## config.mk

```make
export PLATFORM = sky130hd
export DESIGN_NAME = pose_tracker_flat
export DESIGN_NICKNAME = d
export VERILOG_FILES = /design/src/rtl/pose_tracker_if.sv /design/src/rtl/pose_tracker.sv /design/src/flat_wrapper.sv
export SDC_FILE = /design/constraint.sdc
export NUM_CORES = 1
export LEC_CHECK = 0
export CAP_MARGIN = 20
export CORE_ASPECT_RATIO = 1.5
export CORE_MARGIN = 1.5
export CORE_UTILIZATION = 28
export DETAILED_ROUTE_END_ITERATION = 12
export GPL_ROUTABILITY_DRIVEN = 0
export PLACE_DENSITY = 0.44
export SKIP_CTS_REPAIR_TIMING = 1
export SYNTH_ARGS = -nofsm -noshare
export SYNTH_HDL_FRONTEND = slang
export SYNTH_SLANG_ARGS = --single-unit
```

## constraint.sdc

```tcl
create_clock -name clk_in -period 4.3 [get_ports clk_in]
set_clock_uncertainty 0.15 [all_clocks]
set_input_delay 0.86 -clock clk_in [delete_from_list [all_inputs] [get_ports clk_in]]
set_output_delay 0.86 -clock clk_in [all_outputs]
set_load 0.005 [all_outputs]
```

## src/rtl/pose_tracker_if.sv

```systemverilog
`default_nettype none
// ============================================================================
// Module   : pose_tracker_if
// Purpose  : Camera-sample handshake bundle for the pose tracker. It carries
//            the centroid samples and the end-of-frame strobe.
// Signals  : sample_valid  producer offers a sample
//            sample_ready  tracker accepts the sample on valid && ready
//            sample_id     marker index (0..4 tracked, 5..7 discarded)
//            sample_x/y/z  raw coordinate, 12/12/14 bits
//            frame_done    one-cycle end-of-frame pulse
// Modports : master = camera side, slave = tracker side
// Revision : 1.0 - initial release
// ============================================================================
interface pose_tracker_if;
    logic        sample_valid;
    logic        sample_ready;
    logic [2:0]  sample_id;
    logic [11:0] sample_x;
    logic [11:0] sample_y;
    logic [13:0] sample_z;
    logic        frame_done;

    modport master (
        output sample_valid, sample_id, sample_x, sample_y, sample_z, frame_done,
        input  sample_ready
    );

    modport slave (
        input  sample_valid, sample_id, sample_x, sample_y, sample_z, frame_done,
        output sample_ready
    );
endinterface
`default_nettype wire

```

## src/rtl/pose_tracker.sv

```systemverilog
`default_nettype none
// ============================================================================
// Module   : pose_tracker
// Purpose  : Collects per-frame marker centroids (two hands x two points plus
//            head), smooths them exponentially and publishes a complete pose
//            once per camera frame. Markers that go unseen for STALE_FRAMES
//            frames are dropped and reload directly when they reappear.
// Ports    : clk_in          single rising-edge clock
//            rst_in          synchronous active-low reset
//            smp             sample handshake bundle (slave side)
//            hand_*/head_*   published coordinates, 12/12/14 bits
//            marker_present  bit i = marker i tracked
//            pose_valid      all five markers present
//            pose_update     one-cycle pulse when published outputs change
//            frame_overrun   one-cycle pulse when a frame_done is dropped
// Options  : POSE_MIRROR_X_EN - mirror sample_x to 4095 - sample_x on entry
// Revision : 1.0 - initial release
// ============================================================================
module pose_tracker #(
    parameter int SMOOTH_SHIFT = 2,
    parameter int STALE_FRAMES = 8
) (
    input  wire logic        clk_in,
    input  wire logic        rst_in,
    pose_tracker_if.slave    smp,
    output logic [11:0]      hand_x_left_bottom,
    output logic [11:0]      hand_y_left_bottom,
    output logic [13:0]      hand_z_left_bottom,
    output logic [11:0]      hand_x_left_top,
    output logic [11:0]      hand_y_left_top,
    output logic [13:0]      hand_z_left_top,
    output logic [11:0]      hand_x_right_bottom,
    output logic [11:0]      hand_y_right_bottom,
    output logic [13:0]      hand_z_right_bottom,
    output logic [11:0]      hand_x_right_top,
    output logic [11:0]      hand_y_right_top,
    output logic [13:0]      hand_z_right_top,
    output logic [11:0]      head_x,
    output logic [11:0]      head_y,
    output logic [13:0]      head_z,
    output logic [4:0]       marker_present,
    output logic             pose_valid,
    output logic             pose_update,
    output logic             frame_overrun
);

    typedef enum logic [0:0] {
        ST_COLLECT = 1'b0,
        ST_PUBLISH = 1'b1
    } state_t;

    localparam logic [7:0] C_STALE = 8'(STALE_FRAMES);

    state_t      state_q, state_d;
    logic [11:0] shx_q [5];
    logic [11:0] shy_q [5];
    logic [13:0] shz_q [5];
    logic [11:0] outx_q [5];
    logic [11:0] outy_q [5];
    logic [13:0] outz_q [5];
    logic [7:0]  stale_q [5];
    logic [7:0]  stale_d [5];
    logic [4:0]  present_q, present_d;
    logic [4:0]  drop_d;
    logic [4:0]  fresh_q, seen_q;
    logic        pose_valid_q, pose_update_q, frame_overrun_q;
    logic        w_accept;
    logic [11:0] w_x;

    // shadow + floor((sample - shadow) / 2^SMOOTH_SHIFT); the result always
    // lies between shadow and sample, so truncation never wraps.
    function automatic logic [11:0] smooth12(input logic [11:0] sh, input logic [11:0] s);
        logic signed [12:0] d;
        d = $signed({1'b0, s}) - $signed({1'b0, sh});
        d = d >>> SMOOTH_SHIFT;
        return sh + d[11:0];
    endfunction

    function automatic logic [13:0] smooth14(input logic [13:0] sh, input logic [13:0] s);
        logic signed [14:0] d;
        d = $signed({1'b0, s}) - $signed({1'b0, sh});
        d = d >>> SMOOTH_SHIFT;
        return sh + d[13:0];
    endfunction

`ifdef POSE_MIRROR_X_EN
    assign w_x = 12'd4095 - smp.sample_x;
`else
    assign w_x = smp.sample_x;
`endif

    // Ready is forced low during reset so nothing is consumed while held.
    assign smp.sample_ready = rst_in && (state_q == ST_COLLECT);
    assign w_accept         = smp.sample_valid && smp.sample_ready;

    always_comb begin
        state_d = state_q;
        case (state_q)
            ST_COLLECT: if (smp.frame_done) state_d = ST_PUBLISH;
            ST_PUBLISH: state_d = ST_COLLECT;
            default:    state_d = ST_COLLECT;
        endcase
    end

    // Per-marker bookkeeping that takes effect at the publishing edge.
    always_comb begin
        for (int m = 0; m < 5; m++) begin
            stale_d[m] = stale_q[m];
            if (seen_q[m]) begin
                stale_d[m] = 8'd0;
            end else if (stale_q[m] != 8'hFF) begin
                stale_d[m] = stale_q[m] + 8'd1;
            end
        end
    end

    always_comb begin
        for (int m = 0; m < 5; m++) begin
            drop_d[m]    = !seen_q[m] && (stale_d[m] >= C_STALE);
            present_d[m] = seen_q[m] || (present_q[m] && !drop_d[m]);
        end
    end

    always_ff @(posedge clk_in) begin
        if (!rst_in) begin
            state_q         <= ST_COLLECT;
            present_q       <= 5'd0;
            fresh_q         <= 5'h1F;
            seen_q          <= 5'd0;
            pose_valid_q    <= 1'b0;
            pose_update_q   <= 1'b0;
            frame_overrun_q <= 1'b0;
            for (int m = 0; m < 5; m++) begin
                shx_q[m]   <= 12'd0;
                shy_q[m]   <= 12'd0;
                shz_q[m]   <= 14'd0;
                outx_q[m]  <= 12'd0;
                outy_q[m]  <= 12'd0;
                outz_q[m]  <= 14'd0;
                stale_q[m] <= 8'd0;
            end
        end else begin
            state_q         <= state_d;
            pose_update_q   <= (state_q == ST_PUBLISH);
            frame_overrun_q <= (state_q == ST_PUBLISH) && smp.frame_done;

            // Accept only happens in COLLECT, so it never overlaps the
            // publish branch below. Ids 5..7 match no marker and vanish.
            if (w_accept) begin
                for (int m = 0; m < 5; m++) begin
                    if (smp.sample_id == 3'(m)) begin
                        seen_q[m] <= 1'b1;
                        if (fresh_q[m]) begin
                            shx_q[m]   <= w_x;
                            shy_q[m]   <= smp.sample_y;
                            shz_q[m]   <= smp.sample_z;
                            fresh_q[m] <= 1'b0;
                        end else begin
                            shx_q[m] <= smooth12(shx_q[m], w_x);
                            shy_q[m] <= smooth12(shy_q[m], smp.sample_y);
                            shz_q[m] <= smooth14(shz_q[m], smp.sample_z);
                        end
                    end
                end
            end

            if (state_q == ST_PUBLISH) begin
                for (int m = 0; m < 5; m++) begin
                    if (seen_q[m]) begin
                        outx_q[m] <= shx_q[m];
                        outy_q[m] <= shy_q[m];
                        outz_q[m] <= shz_q[m];
                    end
                    if (drop_d[m]) fresh_q[m] <= 1'b1;
                    stale_q[m] <= stale_d[m];
                end
                seen_q       <= 5'd0;
                present_q    <= present_d;
                pose_valid_q <= &present_d;
            end
        end
    end

    assign hand_x_left_bottom  = outx_q[0];
    assign hand_y_left_bottom  = outy_q[0];
    assign hand_z_left_bottom  = outz_q[0];
    assign hand_x_left_top     = outx_q[1];
    assign hand_y_left_top     = outy_q[1];
    assign hand_z_left_top     = outz_q[1];
    assign hand_x_right_bottom = outx_q[2];
    assign hand_y_right_bottom = outy_q[2];
    assign hand_z_right_bottom = outz_q[2];
    assign hand_x_right_top    = outx_q[3];
    assign hand_y_right_top    = outy_q[3];
    assign hand_z_right_top    = outz_q[3];
    assign head_x              = outx_q[4];
    assign head_y              = outy_q[4];
    assign head_z              = outz_q[4];
    assign marker_present      = present_q;
    assign pose_valid          = pose_valid_q;
    assign pose_update         = pose_update_q;
    assign frame_overrun       = frame_overrun_q;

endmodule
`default_nettype wire

```

## src/flat_wrapper.sv

```systemverilog
// flat-port wrapper written by rule: the top's interface ports become plain ports
module pose_tracker_flat 
#(
    parameter int SMOOTH_SHIFT = 2,
    parameter int STALE_FRAMES = 8
)
  (clk_in, rst_in, hand_x_left_bottom, hand_y_left_bottom, hand_z_left_bottom, hand_x_left_top, hand_y_left_top, hand_z_left_top, hand_x_right_bottom, hand_y_right_bottom, hand_z_right_bottom, hand_x_right_top, hand_y_right_top, hand_z_right_top, head_x, head_y, head_z, marker_present, pose_valid, pose_update, frame_overrun, smp_sample_valid, smp_sample_id, smp_sample_x, smp_sample_y, smp_sample_z, smp_frame_done, smp_sample_ready);
  pose_tracker_if smp_i ();
  input  wire logic clk_in;
  input  wire logic rst_in;
  output logic [11:0] hand_x_left_bottom;
  output logic [11:0] hand_y_left_bottom;
  output logic [13:0] hand_z_left_bottom;
  output logic [11:0] hand_x_left_top;
  output logic [11:0] hand_y_left_top;
  output logic [13:0] hand_z_left_top;
  output logic [11:0] hand_x_right_bottom;
  output logic [11:0] hand_y_right_bottom;
  output logic [13:0] hand_z_right_bottom;
  output logic [11:0] hand_x_right_top;
  output logic [11:0] hand_y_right_top;
  output logic [13:0] hand_z_right_top;
  output logic [11:0] head_x;
  output logic [11:0] head_y;
  output logic [13:0] head_z;
  output logic [4:0] marker_present;
  output logic pose_valid;
  output logic pose_update;
  output logic frame_overrun;
  input wire logic [$bits(smp_i.sample_valid)-1:0] smp_sample_valid;
  input wire logic [$bits(smp_i.sample_id)-1:0] smp_sample_id;
  input wire logic [$bits(smp_i.sample_x)-1:0] smp_sample_x;
  input wire logic [$bits(smp_i.sample_y)-1:0] smp_sample_y;
  input wire logic [$bits(smp_i.sample_z)-1:0] smp_sample_z;
  input wire logic [$bits(smp_i.frame_done)-1:0] smp_frame_done;
  output wire logic [$bits(smp_i.sample_ready)-1:0] smp_sample_ready;
  assign smp_i.sample_valid = smp_sample_valid;
  assign smp_i.sample_id = smp_sample_id;
  assign smp_i.sample_x = smp_sample_x;
  assign smp_i.sample_y = smp_sample_y;
  assign smp_i.sample_z = smp_sample_z;
  assign smp_i.frame_done = smp_frame_done;
  assign smp_sample_ready = smp_i.sample_ready;
  pose_tracker #(.SMOOTH_SHIFT(SMOOTH_SHIFT), .STALE_FRAMES(STALE_FRAMES)) u_core (.clk_in(clk_in), .rst_in(rst_in), .smp(smp_i), .hand_x_left_bottom(hand_x_left_bottom), .hand_y_left_bottom(hand_y_left_bottom), .hand_z_left_bottom(hand_z_left_bottom), .hand_x_left_top(hand_x_left_top), .hand_y_left_top(hand_y_left_top), .hand_z_left_top(hand_z_left_top), .hand_x_right_bottom(hand_x_right_bottom), .hand_y_right_bottom(hand_y_right_bottom), .hand_z_right_bottom(hand_z_right_bottom), .hand_x_right_top(hand_x_right_top), .hand_y_right_top(hand_y_right_top), .hand_z_right_top(hand_z_right_top), .head_x(head_x), .head_y(head_y), .head_z(head_z), .marker_present(marker_present), .pose_valid(pose_valid), .pose_update(pose_update), .frame_overrun(frame_overrun));
endmodule
```

# Word-level counts from Yosys, hierarchy flattened
# Memories as Yosys holds them, arrays and structs flattened.
# Index checks and enable logic that the tools add are counted.
# W data, S select, Z words.
[word_totals]
regBits = 19
ram_bits = 420
input_bits = 45
out_inout_bits = 199
elab_cells = 303
memories = 7
[mem_list]
columns = ["memory", "words", "width", "read_ports", "rd_ports_with_merged_regs", "write_ports", "line", "rtl"]
rows = [
  ["u_core.outz_q", 5, 14, 5, 0, 5, "pose_tracker.sv:60", "logic [13:0] outz_q [5];"],
  ["u_core.shz_q", 5, 14, 5, 0, 5, "pose_tracker.sv:57", "logic [13:0] shz_q [5];"],
  ["u_core.outx_q", 5, 12, 5, 0, 5, "pose_tracker.sv:58", "logic [11:0] outx_q [5];"],
  ["u_core.outy_q", 5, 12, 5, 0, 5, "pose_tracker.sv:59", "logic [11:0] outy_q [5];"],
  ["u_core.shx_q", 5, 12, 5, 0, 5, "pose_tracker.sv:55", "logic [11:0] shx_q [5];"],
  ["u_core.shy_q", 5, 12, 5, 0, 5, "pose_tracker.sv:56", "logic [11:0] shy_q [5];"],
  ["+1 memories", "--", "--", "--", "--", "--", "--", ""],
]
[op_classes]
add_sub_neg = 35
magnitude_cmp = 5
n_eq_ne = 9
n_mux = 148
bitwise_logic = 52
n_reduce_logical = 36
[ops]
columns = ["cell", "count"]
rows = [
  ["$mux W12", 30],
  ["$mux W14", 15],
  ["$sub A12 B12 Y13", 10],
  ["$add A12 B12 Y12", 10],
  ["$mux W8", 15],
  ["$mux W1", 85],
  ["$sub A14 B14 Y15", 5],
  ["$add A14 B14 Y14", 5],
  ["$or A1 B1 Y1", 50],
  ["$add A8 B1 Y8 const B", 5],
  ["$ge A8 B4 Y1 const B", 5],
  ["$ne A8 B8 Y1 const B", 5],
  ["$logic_and A1 B1 Y1", 13],
  ["$logic_not A1 Y1", 10],
  ["$mux W5", 2],
  ["$reduce_and A2 Y1", 5],
  ["$eq A3 B2 Y1 const B", 2],
  ["$logic_or A1 B1 Y1", 5],
  ["$reduce_and A5 Y1", 1],
  ["$eq A3 B1 Y1 const B", 1],
  ["$eq A3 B3 Y1 const B", 1],
  ["$logic_not A3 Y1", 1],
  ["$not A1 Y1", 2],
  ["$pmux W1 S2", 1],
  ["$reduce_or A2 Y1", 1],
]

# Depth between registers and ports, before layout
# Gate-level depths: netlist of the first run.
[depth]
ltp_word = 9
depth_mapped = 19

# Worst setup path before layout of the first run
# No wires, ideal clock.
[synth_path]
kind = "input to register"
start = "input smp_sample_z[2]"
end = "memory u_core.shz_q[2][13] (data pin)"
arrival_ps = 4082
slack_ps = -199
path_stages = 16
path_buffers = 0
path_cell_list = "ha_1 -> a21o_1 -> a31o_2 -> a211o_1 -> a221o_1 -> a31oi_2 -> xnor2_1 -> ha_1 -> a21oi_1 -> o21ai_0 -> a2111o_1 -> a31o_2 -> a21oi_1 -> xnor2_1 -> xnor2_1 -> o21ai_1"
[synth_lines]
columns = ["item", "line", "rtl"]
rows = [
  ["from (decl)", "flat_wrapper.sv:34", "input wire logic [$bits(smp_i.sample_z)-1:0] smp_sample_z;"],
  ["to (decl)", "pose_tracker.sv:57", ""],
]

==> metrics.txt, run 1 <==
clk_lat worst skew 0.63 ns; post-route setup slack 0.0543 ns; final setup vio count 0; Core Box Area 116000 sq um; clock network power share 0.308; DRC viols 0; Peak VDD IR 326 uV; pin count of the biggest net entering global routing 61; minimum clock period 4.25 ns; CTS clk-pin slew, worst paths 0.06 ns; dpl ws -0.860 ns; Post-Route Hold Slack 0.318 ns; vias in the first global route 28200; Area Growth Syn to Fin 34.9%; most frequent cells in the layout buf_4 (624), edfxtp_1 (420), ha_1 (355); drt first pass iters 5; number of nets with antenna violations after routing 0; Clock Tree Buf Depth 3; first-pass GRT wire length 164000 um; Synth area leaders edfxtp_1 (39%), ha_1 (14%), xnor2_1 (5.6%); Avg WL per Cell 18.5 um; post-synthesis cell count 3360; # fillers 11800; NetSw 4.86 mW; drt via density 4.72; Internal Power 10.9 mW; post-synth top area share 0.387; commonest non-fill, non-tap cell in the layout buf_4; CTS tree built; Mapped Area 32600 sq um; f_max 236 MHz; worst endpoint data arrival time 4.45 ns; status finished, final reports clean; CP Launch Type input pin; Die Y 421 um; via count 27400; Synth Register Bits 439; RSZ-0062 raised after global routing true; final hold vios 0; Post-synth EDFFs 420; Root Driver clkbuf_16; overall power 15.8 mW; combinational share of power 0.368; Tightest Hold Check Type flop to flop; Die ar. 119000 sq um; Post-Layout Cell Count 5810; Post-synth top flop edfxtp_1; share of cells above drive strength 1 0.198; Seq/Total Area, Yosys 0.398; Required @ worst endpoint 4.50 ns; Yosys warning total 0; syn_nets 3790; Synth cell types 72; Rows 153; Syn Area/Cell 9.71 sq um; Initial Util 0.282; cell taking the most area after synthesis edfxtp_1; switching share of power 0.308; GRT Total Usage 0.181; worst-path maximum fanout 4; CP Class input pin to flop; CP Capture Type flop; fin. max-slew vios 0; Max Cap Violations 0; number of DRC markers in iteration 0 1137; total CTS buffers 52; Pleak 18.8 nW; fin util 0.380; placed insts 5707; initial antenna violation count 7; Die Width 282 um; asr flop ratio synth 0; routed wire length 108000 um; Slew HR 0.371; PwrDens 359 nW/um^2; IO buf count 243; clk sink count 439; H-tree depth 2; DP HPWL 83000 um; Worst-Margin Slew 0.943 ns; total gr overflow 0; fin nets 4648; sequential share of power 0.324; io pins 244; final period utilization 0.987
## synthesized netlist by cell type (6+ instances only)
cell type  number
a21o_1         68
or3_1          21
o21a_1         45
and4_1          8
nand2_1       253
a31oi_1        41
nor2_1        250
a311oi_1        7
a31o_2          6
nand3_1       106
nand3b_1       10
nand4_1        15
a211oi_1       49
clkbuf_1       76
xor2_1         55
ha_1          370
buf_2           8
nor3_1        107
edfxtp_1      420
o211ai_1       11
o2111ai_1       7
and3_1         34
o41ai_1         7
o21ai_1        10
nor3b_1        16
a21boi_0        6
and2_1        201
a22o_1          6
or2_2          12
nand2b_1       32
o21bai_1       49
inv_1         247
xnor3_1         8
o41ai_4         6
nor2b_1        40
mux2i_1        17
dfxtp_1        19
a21oi_1       197
xnor2_1       210
fa_1           15
o21ai_0       220
## per-stage QoR
| stage | cell area [sq um] | setup TNS (ns) |
|---|---|---|
| after floorplan | 32600 | -0.0337 |
| after global placement | 41800 | -38.89 |
| after detailed placement | 41800 | -40.22 |
| after CTS | 43600 | -1.23 |
| after global routing | 44000 | -0.175 |
| final | 44000 | 0 |
## critical path: stages
cell	delay, ns
clkdlybuf4s50_1	0.42
buf_6	0.15
ha_1	0.21
a21o_1	0.17
a21o_1	0.17
a221o_1	0.41
a31oi_2	0.24
xnor2_1	0.14
ha_1	0.29
a21oi_2	0.18
o21ai_2	0.09
a2111o_1	0.41
a31o_2	0.22
a21oi_2	0.12
xnor2_1	0.14
xnor2_1	0.13
o21ai_1	0.07
## layer usage
layer,vias up,share of wire,routed length (um),global-route usage
li1,13800,-,-,-
met1,13100,0.38,40600,0.190
met2,381,0.56,60200,0.361
met3,143,0.027,2870,0.0202
met4,0,0.037,4030,0.0612
met5,-,0,0,0
## power by group through the flow
stage	clock (mW)	combinational (mW)	sequential, mW
floorplan	0	3.35	5.12
global placement	0	5.72	5.21
detailed placement	0	5.73	5.21
CTS	5.04	5.77	5.12
global route	5.18	6.49	5.14
finish	4.87	5.81	5.11
## area by class of cell
type | instances | area [sq um] | share of cell area
Antenna cell | 2 | 5.00 | 0.000114
Clock buffer | 60 | 1350 | 0.0307
Clock inverter | 34 | 449 | 0.0102
Inverter | 247 | 927 | 0.0211
Multi-Input combinational cell | 2586 | 18800 | 0.426
Sequential cell | 439 | 13000 | 0.295
Tap cell | 1550 | 1940 | 0.0441
Timing Repair Buffer | 892 | 7600 | 0.173
## cells by family (layout without fill, tap and decap cells)
family	Yosys count	count (layout)	share of synthesized area
other cells	0	2	0
xor+xnor	273	273	0.0767
compound gates	791	791	0.158
simple gates	1120	1120	0.171
mux	17	17	0.00522
buf+inv	335	1233	0.0393
flops	439	439	0.398
fa+ha+maj	385	385	0.151
## registers in the layout, summed over array words and instances, names as in the netlist
signal                 count
u_core.outy_q             60
u_core.fresh_q             5
u_core.shx_q              60
u_core.frame_overrun       1
u_core.outz_q             70
u_core.stale_q            40
u_core.marker_present      5
u_core.outx_q             60
u_core.state_q             1
u_core.shz_q              70
u_core.pose_valid          1
u_core.shy_q              60
u_core.pose_update         1
u_core.seen_q              5
## path summary, 6_finish.rpt
path | cells past startpoint | to | slack (ns) | from
max | 17 | u_core.shz_q[2][13] | 0.05 | smp_sample_z[6]
min | 2 | u_core.marker_present[4] | 0.32 | u_core.marker_present[4]
min reg2reg | 2 | u_core.marker_present[4] | 0.32 | u_core.marker_present[4]
max reg2reg | 17 | u_core.shz_q[2][13] | 0.07 | u_core.shz_q[2][2]
Note: power is estimated with default switching activity, not from simulation.
==> run 2: changes to the inputs <==
- GPL_TIMING_DRIVEN: unset -> 1
- PLACE_DENSITY: 0.44 -> 0.42
- SETUP_SLACK_MARGIN: unset -> 0.15
- clock period: 4.3 -> 4 ns (I/O delays scaled with it)
==> metrics.txt, run 2 (synthesis gave the netlist of run 1 again) <==
status finished, violations left; failing checks negative setup slack; final period utilization 1.06; CP Capture Type flop; number of nets with antenna violations after routing 0 (unchanged); Required @ worst endpoint 4.22 ns (-0.28 ns); Tightest Hold Check Type flop to flop; f_max 236 MHz; Die Width 282 um (unchanged); clk_lat worst skew 0.64 ns (about the same); CP Class flop to flop; final setup vio count 1 (+1); pin count of the biggest net entering global routing 54 (-11%); minimum clock period 4.23 ns; Root Driver clkbuf_16; # fillers 11700 (-0.65%); overall power 17.4 mW (+10%); Rows 153 (unchanged); number of DRC markers in iteration 0 1024 (-9.9%); Slew HR 0.280 (-0.0911); vias in the first global route 28500 (+1.0%); Max Cap Violations 0 (unchanged); initial antenna violation count 1 (-6); CTS clk-pin slew, worst paths 0.06 ns (about the same); total CTS buffers 53 (+1.9%); largest registers u_core.outz_q x70, u_core.shz_q x70; Peak VDD IR 398 uV (+22%); first-pass GRT wire length 167000 um (+2.0%); CP Launch Type flop; drt via density 4.69 (-0.57%); Clock Tree Buf Depth 3 (unchanged); fin nets 4767 (+2.6%); IO buf count 243 (unchanged); commonest non-fill, non-tap cell in the layout buf_4; routed wire length 113000 um (+4.7%); RSZ-0062 raised after global routing true; Worst-Margin Slew 1.08 ns (+0.133 ns); Area Growth Syn to Fin 40.2%; total gr overflow 0 (unchanged); worst endpoint data arrival time 4.44 ns (about the same); most frequent cells in the layout buf_4 (716), edfxtp_1 (420), ha_1 (346); DRC viols 0 (unchanged); PwrDens 380 nW/um^2 (+5.9%); CTS tree built; Die ar. 119000 sq um (unchanged); Core Box Area 116000 sq um (unchanged); DP HPWL 86200 um (+3.8%); GRT Total Usage 0.186 (+0.00499); Initial Util 0.282 (unchanged); io pins 244 (unchanged); clk sink count 439 (unchanged); Post-Layout Cell Count 5930 (+2.1%); fin. max-slew vios 0 (unchanged); post-route setup slack -0.229 ns (-0.283 ns); Pleak 19.5 nW (+4.2%); placed insts 5782 (+1.3%); drt first pass iters 5 (unchanged); via count 27800 (+1.5%); worst-path maximum fanout 3 (-1); share of cells above drive strength 1 0.242 (+0.0442); final hold vios 0 (unchanged); Setup TNS Final -0.229 ns (-0.229 ns); H-tree depth 2 (unchanged); fin util 0.395 (+0.0147); dpl ws -1.14 ns (-0.283 ns); Die Y 421 um (unchanged); Avg WL per Cell 19.0 um (+2.6%)
[run 2: path summary, 6_finish.rpt]
path | slack, ns | depth (start not counted) | from | end
max | -0.23 | 17 | u_core.shz_q[2][2] | u_core.shz_q[2][13]
min | 0.32 | 2 | u_core.pose_valid | u_core.pose_valid
max reg2reg | -0.23 | 17 | u_core.shz_q[2][2] | u_core.shz_q[2][13]
min reg2reg | 0.32 | 2 | u_core.pose_valid | u_core.pose_valid
[run 2: metrics by stage]
stage,hold WS [ns],cell area [sq um]
floorplan,0.294,32900
global placement,0.296,42700
detailed placement,0.301,42800
CTS,0.329,44600
global route,0.341,45700
finish,0.323,45700
[run 2: worst max-delay path: stages, from the launching register on]
cell,delay [ns]
edfxtp_1,0.42
inv_2,0.09
ha_4,0.19
a21o_1,0.14
a31o_2,0.21
a211o_1,0.33
a221o_1,0.39
a31oi_4,0.24
xnor2_1,0.14
ha_1,0.29
a21oi_2,0.17
o21ai_2,0.08
a2111o_1,0.37
a31o_2,0.26
a21oi_2,0.12
xnor2_1,0.14
xnor2_1,0.14
o21ai_1,0.07
[run 2: final cells by class]
type                    instances  area, sq um  share of cell area
diodes                          3         7.51            0.000164
clock buffers                  57         1340              0.0293
clock inverters                38          454             0.00993
inverters                     247          931              0.0204
multi-input cells            2586        19300               0.422
flip-flops and latches        439        13000               0.284
well taps                    1550         1940              0.0424
repair buffers               1010         8750               0.191
[run 2: per-layer routing]
metal | track usage | up-vias | part of all wire
met4 | 0.0694 | 0 | 0.043
li1 | - | 14100 | -
met1 | 0.191 | 13300 | 0.37
met5 | 0 | - | 0
met3 | 0.0223 | 138 | 0.026
met2 | 0.373 | 350 | 0.56
[run 2: power breakdown]
part	total [mW]	leakage [nW]	internal, mW	switching, mW
combinational	6.68	14.2	3.59	3.09
clock	5.21	0.847	3.01	2.19
sequential	5.48	4.48	5.28	0.200
total	17.4	19.5	11.9	5.49
